$ cat config.mk
export PLATFORM = sky130hd
export DESIGN_NAME = mem_align_unit
export DESIGN_NICKNAME = d
export VERILOG_FILES = /design/src/rtl/mem_align_unit.sv
export SDC_FILE = /design/constraint.sdc
export NUM_CORES = 1
export LEC_CHECK = 0
export ABC_AREA = 1
export CAP_MARGIN = 20
export CORE_MARGIN = 1
export CORE_UTILIZATION = 35
export DETAILED_ROUTE_END_ITERATION = 10
export HOLD_SLACK_MARGIN = 0.03
export SLEW_MARGIN = 20
export SYNTH_ARGS = -nofsm -noshare
export SYNTH_HDL_FRONTEND = slang
export SYNTH_SLANG_ARGS = --single-unit
$ cat constraint.sdc
create_clock -name clk -period 2.1 [get_ports clk]
set_input_delay 0.63 -clock clk [delete_from_list [all_inputs] [get_ports clk]]
set_output_delay 0.63 -clock clk [all_outputs]
set_load 0.005 [all_outputs]
$ cat src/rtl/mem_align_unit.sv
// mem_align_unit
// Sequential load/store alignment engine between the ALU/control path and a
// word-organised data memory. It accepts one byte, half-word or word access,
// issues one or two word-aligned memory transactions with byte-lane strobes
// and lane-positioned write data, then returns extended load data.
//
// state | meaning
// IDLE  | ready for a request; req_ready=1
// ACC0  | first (or only) word transaction; mem_req=1 until mem_ack
// ACC1  | second word of a split access; mem_req=1 until mem_ack
// RESP  | one-cycle resp_valid pulse
//
// Ports
//   clk, rst        : clock, synchronous active-high reset
//   req_*           : access request (valid/ready, we, size, unsigned, addr, wdata)
//   resp_*          : completion pulse, extended load data, error flag
//   mem_*           : registered memory transaction outputs, mem_ack/mem_rdata in
module mem_align_unit #(
  parameter int ADDR_W   = 17,
  parameter bit SPLIT_EN = 1'b1
) (
  input  logic              clk,
  input  logic              rst,
  input  logic              req_valid,
  output logic              req_ready,
  input  logic              req_we,
  input  logic [1:0]        req_size,
  input  logic              req_unsigned,
  input  logic [31:0]       req_addr,
  input  logic [31:0]       req_wdata,
  output logic              resp_valid,
  output logic [31:0]       resp_rdata,
  output logic              resp_err,
  output logic              mem_req,
  output logic              mem_we,
  output logic [ADDR_W-1:0] mem_addr,
  output logic [3:0]        mem_be,
  output logic [31:0]       mem_wdata,
  input  logic              mem_ack,
  input  logic [31:0]       mem_rdata
);

  typedef enum logic [1:0] {ST_IDLE, ST_ACC0, ST_ACC1, ST_RESP} state_t;

  state_t r_state, w_state_nxt;

  // latched request fields
  logic        r_we, w_we_nxt;
  logic        r_unsigned, w_unsigned_nxt;
  logic [1:0]  r_size, w_size_nxt;
  logic [1:0]  r_off, w_off_nxt;
  logic [31:0] r_wdata, w_wdata_nxt;
  logic [3:0]  r_be_hi, w_be_hi_nxt;
  logic [31:0] r_lo, w_lo_nxt;

  // registered outputs
  logic              r_req_ready, w_req_ready_nxt;
  logic              r_resp_valid, w_resp_valid_nxt;
  logic              r_resp_err, w_resp_err_nxt;
  logic [31:0]       r_resp_rdata, w_resp_rdata_nxt;
  logic              r_mem_req, w_mem_req_nxt;
  logic              r_mem_we, w_mem_we_nxt;
  logic [ADDR_W-1:0] r_mem_addr, w_mem_addr_nxt;
  logic [3:0]        r_mem_be, w_mem_be_nxt;
  logic [31:0]       r_mem_wdata, w_mem_wdata_nxt;

  // request decode
  logic [1:0]  w_req_off;
  logic [3:0]  w_req_mask;
  logic [7:0]  w_req_span;
  logic        w_req_spans;
  logic        w_req_err;
  logic        w_unused_addr;

  assign w_req_off     = req_addr[1:0];
  assign w_unused_addr = ^req_addr[31:ADDR_W];

  always_comb begin
    case (req_size)
      2'b00:   w_req_mask = 4'b0001;
      2'b01:   w_req_mask = 4'b0011;
      default: w_req_mask = 4'b1111;
    endcase
  end

  // lanes beyond bit 3 belong to the next word
  assign w_req_span  = {4'b0000, w_req_mask} << w_req_off;
  assign w_req_spans = |w_req_span[7:4];
  assign w_req_err   = (req_size == 2'b11) || (w_req_spans && !SPLIT_EN);

  // second-word write data and address
  logic [5:0]        w_hi_shamt;
  logic [31:0]       w_acc1_wdata;
  logic [ADDR_W-1:0] w_acc1_addr;

  assign w_hi_shamt   = 6'd32 - {1'b0, r_off, 3'b000};
  assign w_acc1_wdata = r_wdata >> w_hi_shamt;
  assign w_acc1_addr  = r_mem_addr + ADDR_W'(4);

  // load extraction: {hi,lo} shifted down by the byte offset; hi is zero
  // when the access completes in ACC0
  logic [31:0] w_ld_hi, w_ld_lo, w_ld_raw, w_ld_ext;
  logic [63:0] w_ld_word;

  assign w_ld_hi   = (r_state == ST_ACC1) ? mem_rdata : 32'h0;
  assign w_ld_lo   = (r_state == ST_ACC1) ? r_lo : mem_rdata;
  assign w_ld_word = {w_ld_hi, w_ld_lo};
  assign w_ld_raw  = 32'(w_ld_word >> {r_off, 3'b000});

  always_comb begin
    case (r_size)
      2'b00:   w_ld_ext = r_unsigned ? {24'h0, w_ld_raw[7:0]}
                                     : {{24{w_ld_raw[7]}}, w_ld_raw[7:0]};
      2'b01:   w_ld_ext = r_unsigned ? {16'h0, w_ld_raw[15:0]}
                                     : {{16{w_ld_raw[15]}}, w_ld_raw[15:0]};
      default: w_ld_ext = w_ld_raw;
    endcase
  end

  // next-state and next-output logic
  always_comb begin
    w_state_nxt      = r_state;
    w_we_nxt         = r_we;
    w_unsigned_nxt   = r_unsigned;
    w_size_nxt       = r_size;
    w_off_nxt        = r_off;
    w_wdata_nxt      = r_wdata;
    w_be_hi_nxt      = r_be_hi;
    w_lo_nxt         = r_lo;
    w_resp_valid_nxt = 1'b0;
    w_resp_err_nxt   = 1'b0;
    w_resp_rdata_nxt = 32'h0;
    w_mem_req_nxt    = r_mem_req;
    w_mem_we_nxt     = r_mem_we;
    w_mem_addr_nxt   = r_mem_addr;
    w_mem_be_nxt     = r_mem_be;
    w_mem_wdata_nxt  = r_mem_wdata;

    case (r_state)
      ST_IDLE: begin
        if (req_valid) begin
          w_we_nxt       = req_we;
          w_unsigned_nxt = req_unsigned;
          w_size_nxt     = req_size;
          w_off_nxt      = w_req_off;
          w_wdata_nxt    = req_wdata;
          w_be_hi_nxt    = w_req_span[7:4];
          if (w_req_err) begin
            w_state_nxt      = ST_RESP;
            w_resp_valid_nxt = 1'b1;
            w_resp_err_nxt   = 1'b1;
          end else begin
            w_state_nxt     = ST_ACC0;
            w_mem_req_nxt   = 1'b1;
            w_mem_we_nxt    = req_we;
            w_mem_addr_nxt  = {req_addr[ADDR_W-1:2], 2'b00};
            w_mem_be_nxt    = w_req_span[3:0];
            w_mem_wdata_nxt = req_wdata << {w_req_off, 3'b000};
          end
        end
      end
      ST_ACC0: begin
        if (mem_ack) begin
          if (r_be_hi != 4'b0000) begin
            w_state_nxt     = ST_ACC1;
            w_lo_nxt        = mem_rdata;
            w_mem_addr_nxt  = w_acc1_addr;
            w_mem_be_nxt    = r_be_hi;
            w_mem_wdata_nxt = w_acc1_wdata;
          end else begin
            w_state_nxt      = ST_RESP;
            w_resp_valid_nxt = 1'b1;
            w_resp_rdata_nxt = r_we ? 32'h0 : w_ld_ext;
            w_mem_req_nxt    = 1'b0;
            w_mem_we_nxt     = 1'b0;
            w_mem_addr_nxt   = '0;
            w_mem_be_nxt     = 4'b0000;
            w_mem_wdata_nxt  = 32'h0;
          end
        end
      end
      ST_ACC1: begin
        if (mem_ack) begin
          w_state_nxt      = ST_RESP;
          w_resp_valid_nxt = 1'b1;
          w_resp_rdata_nxt = r_we ? 32'h0 : w_ld_ext;
          w_mem_req_nxt    = 1'b0;
          w_mem_we_nxt     = 1'b0;
          w_mem_addr_nxt   = '0;
          w_mem_be_nxt     = 4'b0000;
          w_mem_wdata_nxt  = 32'h0;
        end
      end
      ST_RESP: begin
        w_state_nxt = ST_IDLE;
      end
      default: begin
        w_state_nxt = ST_IDLE;
      end
    endcase

    w_req_ready_nxt = (w_state_nxt == ST_IDLE);
  end

  always_ff @(posedge clk) begin
    if (rst) begin
      r_state      <= ST_IDLE;
      r_we         <= 1'b0;
      r_unsigned   <= 1'b0;
      r_size       <= 2'b00;
      r_off        <= 2'b00;
      r_wdata      <= 32'h0;
      r_be_hi      <= 4'b0000;
      r_lo         <= 32'h0;
      r_req_ready  <= 1'b1;
      r_resp_valid <= 1'b0;
      r_resp_err   <= 1'b0;
      r_resp_rdata <= 32'h0;
      r_mem_req    <= 1'b0;
      r_mem_we     <= 1'b0;
      r_mem_addr   <= '0;
      r_mem_be     <= 4'b0000;
      r_mem_wdata  <= 32'h0;
    end else begin
      r_state      <= w_state_nxt;
      r_we         <= w_we_nxt;
      r_unsigned   <= w_unsigned_nxt;
      r_size       <= w_size_nxt;
      r_off        <= w_off_nxt;
      r_wdata      <= w_wdata_nxt;
      r_be_hi      <= w_be_hi_nxt;
      r_lo         <= w_lo_nxt;
      r_req_ready  <= w_req_ready_nxt;
      r_resp_valid <= w_resp_valid_nxt;
      r_resp_err   <= w_resp_err_nxt;
      r_resp_rdata <= w_resp_rdata_nxt;
      r_mem_req    <= w_mem_req_nxt;
      r_mem_we     <= w_mem_we_nxt;
      r_mem_addr   <= w_mem_addr_nxt;
      r_mem_be     <= w_mem_be_nxt;
      r_mem_wdata  <= w_mem_wdata_nxt;
    end
  end

  assign req_ready  = r_req_ready;
  assign resp_valid = r_resp_valid;
  assign resp_err   = r_resp_err;
  assign resp_rdata = r_resp_rdata;
  assign mem_req    = r_mem_req;
  assign mem_we     = r_mem_we;
  assign mem_addr   = r_mem_addr;
  assign mem_be     = r_mem_be;
  assign mem_wdata  = r_mem_wdata;

endmodule

; Yosys cells after proc, flatten, opt, wreduce, memory -nomap -nowiden
; Cells that the tools add are included.
; W data, S select, Z words.
[word_totals]
word_cells = 96
input_bits = 104
regBits = 166
[op_classes]
bitwise = 1
n_shift = 4
n_addsub = 2
n_reduce_logical = 11
mux = 50
eq_ne = 11
[ops]
columns = op, n
row1 = $mux W32, 13
row2 = $pmux W32 S2, 2
row3 = $pmux W32 S3, 1
row4 = $mux W17, 5
row5 = $shr A64 B5 Y32, 1
row6 = $pmux W17 S3, 1
row7 = $shl A32 B5 Y32, 1
row8 = $shr A32 B6 Y32, 1
row9 = $mux W4, 5
row10 = $add A17 B3 Y17 const B, 1
row11 = $mux W1, 13
row12 = $pmux W4 S3, 1
row13 = $ne A2 B2 Y1 const B, 5
row14 = $pmux W1 S3, 3
row15 = $logic_not A2 Y1, 4
row16 = $mux W2, 4
row17 = $pmux W2 S4, 1
row18 = $pmux W4 S2, 1
row19 = $shl A4 B2 Y8, 1
row20 = $eq A2 B1 Y1 const B, 3
row21 = $eq A2 B2 Y1 const B, 3
row22 = $reduce_and A6 Y1, 1
row23 = $sub A6 B5 Y6 const A, 1
row24 = $reduce_and A5 Y1, 1
row25 = 6 further kinds, 6

; Longest topological paths before layout
; Gate-level depths: netlist of the first run.
[logic_depth]
depth_word = 9
mapped_depth = 13
ltp_nobuf = 11

; Worst setup path after synthesis of the first run
; No wires, ideal clock.
[synth_path]
path_kind = register -> register
start = reg r_off[1]
end = reg r_mem_wdata[10], in the netlist mem_wdata[10]
setup_time_ns = 0.064
path_stages_with_launch = 13
required_ns = 2.036
n_path_buf = 5
arrival_time_ns = 2.079
setup_slack_ns = -0.043
period_less_slack_ns = 2.143
cell_sequence = dfxtp_1 > buf_2 > inv_1 > clkbuf_1 > buf_2 > ha_1 > buf_2 > inv_1 > clkbuf_1 > o21ai_0 > nor2_1 > nor3_2 > nor2_1
[synth_between]
elab_chain_cells = 5
[synth_lines]
columns = element, line_no
row1 = from (decl), 51  ; logic [1:0] r_off, w_off_nxt;
row2 = from (signal assigned), 229  ; r_off <= w_off_nxt;
row3 = $sub A6 B5 Y6, 96  ; assign w_hi_shamt = 6'd32 - {1'b0, r_off, 3'b000};
row4 = $shr A32 B6 Y32, 97  ; assign w_acc1_wdata = r_wdata >> w_hi_shamt;
row5 = $mux W32, 164  ; if (r_be_hi != 4'b0000) begin
row6 = $mux W32, 163  ; if (mem_ack) begin
row7 = $pmux W32 S3, 139  ; case (r_state)
row8 = to (signal assigned), 241  ; r_mem_wdata <= w_mem_wdata_nxt;
row9 = to (decl), 65  ; logic [31:0] r_mem_wdata, w_mem_wdata_nxt;
; Every way passes these cells. The select of a mux whose other input is x is not followed.
; A chain may end at the register's enable or synchronous reset.

; Worst setup path in the final report of the first run
[layout_path]
start = reg r_mem_addr[4], in the netlist mem_addr[4]
end = out mem_addr[4]
[layout_lines]
columns = element, line_no
row1 = from (decl), 63  ; logic [ADDR_W-1:0] r_mem_addr, w_mem_addr_nxt;
row2 = from (signal assigned), 239  ; r_mem_addr <= w_mem_addr_nxt;
row3 = to (decl), 36  ; output logic [ADDR_W-1:0] mem_addr,
; No word-level cell between the ends.

==> summary.md, run 1 <==
| Metric | Value |
|---|---|
| Status | `finished, final reports clean` |
| WHS | `446 ps` |
| Largest net degree at the start of global routing | `97` |
| Antenna viol nets, final | `0` |
| Htree depth | `4` |
| Worst path top cell family by delay | `buffers and inverters` |
| Yosys top cell by area | `dfxtp_1` |
| Clk_lat worst skew | `430 ps` |
| Routed vias | `9249` |
| # rows | `57` |
| Clock power frac | `20.5%` |
| Worst Clk Skew | `11.3 ps` |
| Worst path slowest cell | `clkdlybuf4s50_1` |
| Most frequent cell after synthesis | `nand2_1` |
| Critical Path, Cell by Cell | `clkdlybuf4s50_1` |
| Psw | `6.28 mW` |
| Hold WC Path Type | `reg2reg` |
| Final Hold Fails | `0` |
| Reg power frac | `29.4%` |
| Final setup fails | `0` |
| Wire per inst | `15.6 um` |
| Initial Util | `35.5%` |
| Comb pwr share | `50.2%` |
| Power per cell area | `1290 nW/um^2` |
| Clk sinks | `163` |
| Core Area | `24200 um^2` |
| Switching share of power | `42.1%` |
| Max Slew Vio Count | `0` |
| Port Buf Inserts | `176` |
| Initial antenna violation count | `1` |
| TritonCTS clock tree | `built` |
| Crit-path max cell delay | `540 ps` |
| Post-synth EDFFs | `0` |
| Unrepaired setup endpoints after global routing | `true` |
| WS Path Type | `reg2out` |
| DP HPWL | `20.4 mm` |
| Async SR Flop Fraction | `0%` |
| Sequential cell area | `3270 um^2` |
| Crit end category | `output port` |
| I/O pins | `194` |
| Ranking of synthesized cells by area | `dfxtp_1 38%, o21ai_0 12%, nand2_1 11%` |
| Setup crit start kind | `flop` |
| Ys Warns | `0` |
| CP bufs+invs | `1` |
| Die H | `159 um` |
| Finished Cell Area | `11600 um^2` |
| Crit path max fanout | `6` |
| Synth Instances | `1305` |
| Leakage | `4.68 nW` |
| Mapped Area | `8610 um^2` |
| CTS Buf Count | `17` |
| Root buffer cell | `clkbuf_16` |
| Nets | `1597` |
| Most frequent cells after synthesis | `259 x nand2_1, 209 x o21ai_0, 163 x dfxtp_1` |
| Fmax | `493 MHz` |
| DP Worst Slack | `-289 ps` |
| CTS max path bufs | `2` |
| Maximum vdd drop | `685 uV` |
| Fin Setup TNS | `0 ps` |
| Die outline width | `159 um` |
| Main synth FF type | `dfxtp_1` |
| Seq/Total Area, Yosys | `37.9%` |
| Synth cell types | `41` |
| CP required | `1470 ps` |
| Full die area | `25200 um^2` |
| Share of cells above drive strength 1 | `9.28%` |
| Internal Power | `8.62 mW` |
| Clock Pin Slew Worst Setup and Hold Paths | `80 ps` |
| Initial drt markers | `613` |
| Minimum clock period | `2030 ps` |
| Routability cong. | `0.887` |
| Fin worst setup slack | `71.4 ps` |
| Period Utilization, post-route | `96.6%` |
| Placed Area | `11000 um^2` |
| Area delta synth->final | `34.3%` |
| First-pass DRT Iterations | `5` |
| DRC Markers | `0` |
| Multi-input logic area | `4440 um^2` |
| All-Layer GR Usage | `22.5%` |
| Mean Syn Cell Area | `6.60 um^2` |
| Fillers | `2487` |
| GR Overflow Total | `0` |
| Top cell type's share of synthesized area | `37.9%` |
| Routed vias/inst | `5.07` |
| Vias in the first global route | `8903` |
| Max_cap viols | `0` |
| First-pass GRT wire length | `45.3 mm` |
| Final wirelength | `28.5 mm` |
| Critical path arrival | `1400 ps` |
| Synthesized flop and latch total | `163` |
[placed cells by master (no fill, tap or decap), types with 7 or more instances in the layout]
| cell | n |
|---|---|
| nand3_1 | 77 |
| clkdlybuf4s50_1 | 176 |
| nand2_1 | 259 |
| o21ai_0 | 209 |
| buf_4 | 60 |
| o22ai_1 | 12 |
| nor2_1 | 153 |
| clkbuf_16 | 17 |
| o21ai_1 | 7 |
| a21oi_1 | 149 |
| o211ai_1 | 16 |
| dfxtp_1 | 161 |
| buf_12 | 12 |
| inv_6 | 9 |
| nor3_1 | 14 |
| inv_1 | 101 |
| ha_1 | 7 |
[cell type report]
| cell class | instances | share of cell area [%] |
|---|---|---|
| antenna | 1 | 0.0216 |
| tap | 324 | 3.51 |
| sequential | 163 | 28.2 |
| clock buffer | 17 | 3.68 |
| multi-input combinational | 942 | 38.4 |
| clock inverter | 15 | 1.18 |
| timing repair buffer | 248 | 21.2 |
| inverter | 113 | 3.74 |
[stage by stage]
step                utilization (%)  total power [mW]  instances
floorplan                         -              8.89       1306
global placement               45.3              11.8       1788
detailed placement             45.3              11.9       1788
CTS                            47.6              15.0       1820
global route                   47.7              16.0       1822
finish                         47.7              14.9       1823
[power by group through the flow]
stage	clock (mW)	combinational (mW)	sequential, mW
after floorplan	0	4.52	4.37
after global placement	0	7.37	4.42
after detailed placement	0	7.44	4.43
after CTS	3.11	7.49	4.38
after global routing	3.26	8.26	4.47
final	3.05	7.47	4.38
[sequential cells by signal, indices dropped and copies added (netlist names), 2 cells and up]
register,count
mem_addr,15
mem_be,4
mem_wdata,32
r_be_hi,3
r_lo,32
r_off,2
r_size,2
r_state,2
r_wdata,32
resp_rdata,32
[worst min-delay path, stage by stage, from the launching register on]
cell     delay [ps]
dfxtp_1         310
inv_1            50
a21oi_1          50
[layer usage]
metal	wire [um]	GRT usage (%)	vias up
met5	0	0	-
met4	725	8.74	0
met3	1550	4.10	42
met2	14200	40.1	306
met1	12000	26.7	4238
li1	-	-	4663
[worst paths after layout]
kind / from / end / slack (ps) / cells past startpoint
worst max-delay path: mem_addr[4] / mem_addr[4] / 70 / 1
worst min register to register: r_lo[24] / r_lo[24] / 450 / 2
worst max register to register: r_state[1] / mem_wdata[20] / 100 / 10
worst min-delay path: r_lo[24] / r_lo[24] / 450 / 2
[kinds of logic (layout without fill, tap and decap cells)]
logic type / count (synthesis) / in the layout / share of synthesized area [%]
fa+ha+maj: 8 / 8 / 1.16
compound gates: 400 / 400 / 24.1
buf+inv: 201 / 393 / 10.6
flops: 163 / 163 / 37.9
simple gates: 532 / 532 / 26.2
other cells: 1 / 3 / 0.0435
[what timing repair did]
action,4_1_cts,5_1_grt
endpoints found under the setup margin,0,38
setup buffers,0,2
hold buffers,0,0
resized for setup,0,3
No activity file was read; power rests on OpenSTA's default activity.
==> inputs of run 2 (changes only) <==
--- a/config.mk
+++ b/config.mk
@@ -7,7 +7,6 @@
 export LEC_CHECK = 0
 export ABC_AREA = 1
 export CAP_MARGIN = 20
-export CORE_MARGIN = 1
 export CORE_UTILIZATION = 35
 export DETAILED_ROUTE_END_ITERATION = 10
 export HOLD_SLACK_MARGIN = 0.03
==> results of run 2 <==
The final DEF is identical to that of run 1; final timing and power are the same.
==> inputs of run 3 (changes only) <==
--- a/config.mk
+++ b/config.mk
@@ -6,6 +6,7 @@
 export NUM_CORES = 1
 export LEC_CHECK = 0
 export ABC_AREA = 1
+export ABC_CLOCK_PERIOD_IN_PS = 2100
 export CAP_MARGIN = 20
 export CORE_UTILIZATION = 35
 export DETAILED_ROUTE_END_ITERATION = 10
==> results of run 3 <==
The final DEF is identical to that of run 1; final timing and power are the same.
==> patch, RTL diff (flow settings as in run 2) <==
Set the parameter `SPLIT_EN` to 1'b0 (it was 1'b1).
--- a/src/rtl/mem_align_unit.sv
+++ b/src/rtl/mem_align_unit.sv
@@ -17,7 +17,7 @@
 //   mem_*           : registered memory transaction outputs, mem_ack/mem_rdata in
 module mem_align_unit #(
   parameter int ADDR_W   = 17,
-  parameter bit SPLIT_EN = 1'b1
+  parameter bit SPLIT_EN = 1'b0
 ) (
   input  logic              clk,
   input  logic              rst,
Behaviour: not the same (Yosys sat finds a counterexample within 4 cycles, from zero or initial values and one cycle with rst high).
==> patch against run 2 <==
  * Global-route usage is 0.79 points higher
  * Routed wire length is 6.1% higher
  * Synthesized area is 3.4% higher
  * Total power is 0.98% higher
  * Sequential cell count stayed put
  * Cell area is 6.5% higher
  * Worst setup slack better by 0.0064 ns
  * Utilization is 1.5 points higher
  * Critical endpoint unchanged
==> patch: results (changes against run 2) <==
| Metric | Value |
|---|---|
| Pre-antenna DRT Iters | `5 (unchanged)` |
| GRT Total Usage | `0.233 (+0.00790)` |
| Adder-Cell Fraction of Synth Area | `0.0112 (-0.000381)` |
| Post-synth top cells | `364 x nand2_1, 190 x o21ai_0, 182 x nor2_1` |
| Share of post-route cells with drive strength above 1 | `0.103 (+0.0105)` |
| Initial antenna violation count | `2 (+1)` |
| R2R Path Start | `r_state[0]$_SDFF_PP0_` |
| Max Root-Sink Buffers | `2 (unchanged)` |
| Synth Area in Compound Gates | `0.209 (-0.0323)` |
| Vias | `9947 (+7.5%)` |
| Hold Crit Depth | `2 (unchanged)` |
| Synth top area cells | `dfxtp_1 37%, nand2_1 15%, o21ai_0 11%` |
| Multiplexer area fraction after synthesis | `0 (unchanged)` |
| Hold path start | `r_lo[7]$_SDFFE_PP0P_` |
| IO Port Bufs | `176 (unchanged)` |
| Worst hold margin | `0.444 ns (-0.00262 ns)` |
| Postcts setup bufs | `0 (unchanged)` |
| Peak VDD IR | `0.889 mV (+30%)` |
| Status | `complete, no violations` |
| Final GP Congestion | `0.869 (-2.0%)` |
| P_int | `8.94 mW (+3.7%)` |
| Worst-Skew Late Latency | `0.43 ns (about the same)` |
| Total gr overflow | `0 (unchanged)` |
| RR Endpoint | `resp_rdata[16]$_SDFF_PP0_` |
| Prevailing post-synth register cell | `dfxtp_1` |
| 1st-iter DRT viols | `892 (+46%)` |
| Post-CTS sizing | `0 (unchanged)` |
| Worst min-delay path class | `flop to flop` |
| Post-synthesis xor/xnor area fraction | `0 (unchanged)` |
| Die Width | `161 um (+1.7%)` |
| Worst endpoint data arrival time | `between 1 and 1.5 ns` |
| Placed Area | `11700 um2 (+6.5%)` |
| WL per Instance | `15.2 um (-2.6%)` |
| Slowest-stage cell, CP | `clkdlybuf4s50_1` |
| Cts bufs inserted | `17 (unchanged)` |
| Hold endpoint | `r_lo[7]$_SDFFE_PP0P_` |
| Skew final | `0.0103 ns (-0.00104 ns)` |
| Nets | `1754 (+9.8%)` |
| Post-synthesis cell type count | `31 (-24%)` |
| Largest net degree at the start of global routing | `88 (-9.3%)` |
| Worst path max stage delay | `about 0.53 ns` |
| Post-place setup slack | `-0.352 ns (-0.0633 ns)` |
| Clock-pin slew on the worst setup and hold paths | `roughly 0.070 ns` |
| Asr flop ratio synth | `0 (unchanged)` |
| H-Tree Depth | `4 (unchanged)` |
| Global-route wire length before repair | `47600 um (+5.2%)` |
| Crit-path leading delay family | `buffers and inverters` |
| Vias in the first global route | `9349 (+5.0%)` |
| Seq/Total Area, Yosys | `0.366 (-0.0124)` |
| Clock root buffer | `clkbuf_16` |
| Static Leakage | `5.30 nW (+13%)` |
| R2r setup slk | `0.16 ns (+0.06 ns)` |
| Syn. warnings | `0 (unchanged)` |
| Critical-path maximum fanout | `5 (-1)` |
| Dpl hpwl | `21800 um (+6.7%)` |
| Reg2reg path depth | `13 (+3)` |
==> patch: power by group through the flow <==
stage	registers (mW)	clock network, mW	logic (mW)
global route	4.43	3.31	8.46
finish	4.34	3.13	7.58
global placement	4.39	0	7.41
CTS	4.34	3.18	7.53
floorplan	4.35	0	4.16
detailed placement	4.38	0	7.47
==> patch: how the worst max path moves through the flow <==
stage	start	slack, ns	cells past startpoint	endpoint
floorplan	r_off[0]$_SDFFE_PP0P_	0.04	12	mem_wdata[6]$_SDFFE_PP0P_
global route	r_state[0]$_SDFF_PP0_	0.0005	8	resp_rdata[3]$_SDFF_PP0_
global placement	req_addr[0]	-0.30	7	mem_wdata[25]$_SDFFE_PP0P_
detailed placement	req_addr[0]	-0.35	7	mem_wdata[25]$_SDFFE_PP0P_
finish	mem_addr[4]$_SDFFE_PP0P_	0.08	1	mem_addr[4]
CTS	r_state[0]$_SDFF_PP0_	0.01	12	mem_wdata[5]$_SDFFE_PP0P_
==> patch: cell families (layout without fill, tap and decap cells) <==
group / Yosys count / count (layout)
buffers and inverters: 248 / 478
adders and majority gates: 8 / 8
AOI/OAI and AO/OA: 352 / 352
other: 1 / 4
DFF: 163 / 163
and+or+nand+nor: 652 / 652
==> patch: area by class of cell <==
cell class | count | area, um2
fillers | 2525 | 12700
clock buffers | 19 | 453
clock inverters | 13 | 125
diodes | 2 | 5.00
repair buffers | 290 | 2840
multi-input cells | 1014 | 4630
flip-flops and latches | 163 | 3270
well taps | 330 | 413
inverters | 156 | 591
==> patch: through the flow <==
stage | util | std cells
global route | 0.492 | 1985
detailed placement | 0.467 | 1953
floorplan | - | 1425
CTS | 0.490 | 1985
finish | 0.492 | 1987
global placement | 0.467 | 1953
==> patch: layer usage <==
metal  vias to the layer above  share of wire  GRT usage
li1                       5016              -          -
met1                      4488           0.43      0.281
met2                       367           0.46      0.388
met3                        76          0.069     0.0537
met4                         0          0.043      0.120
met5                         -              0          0
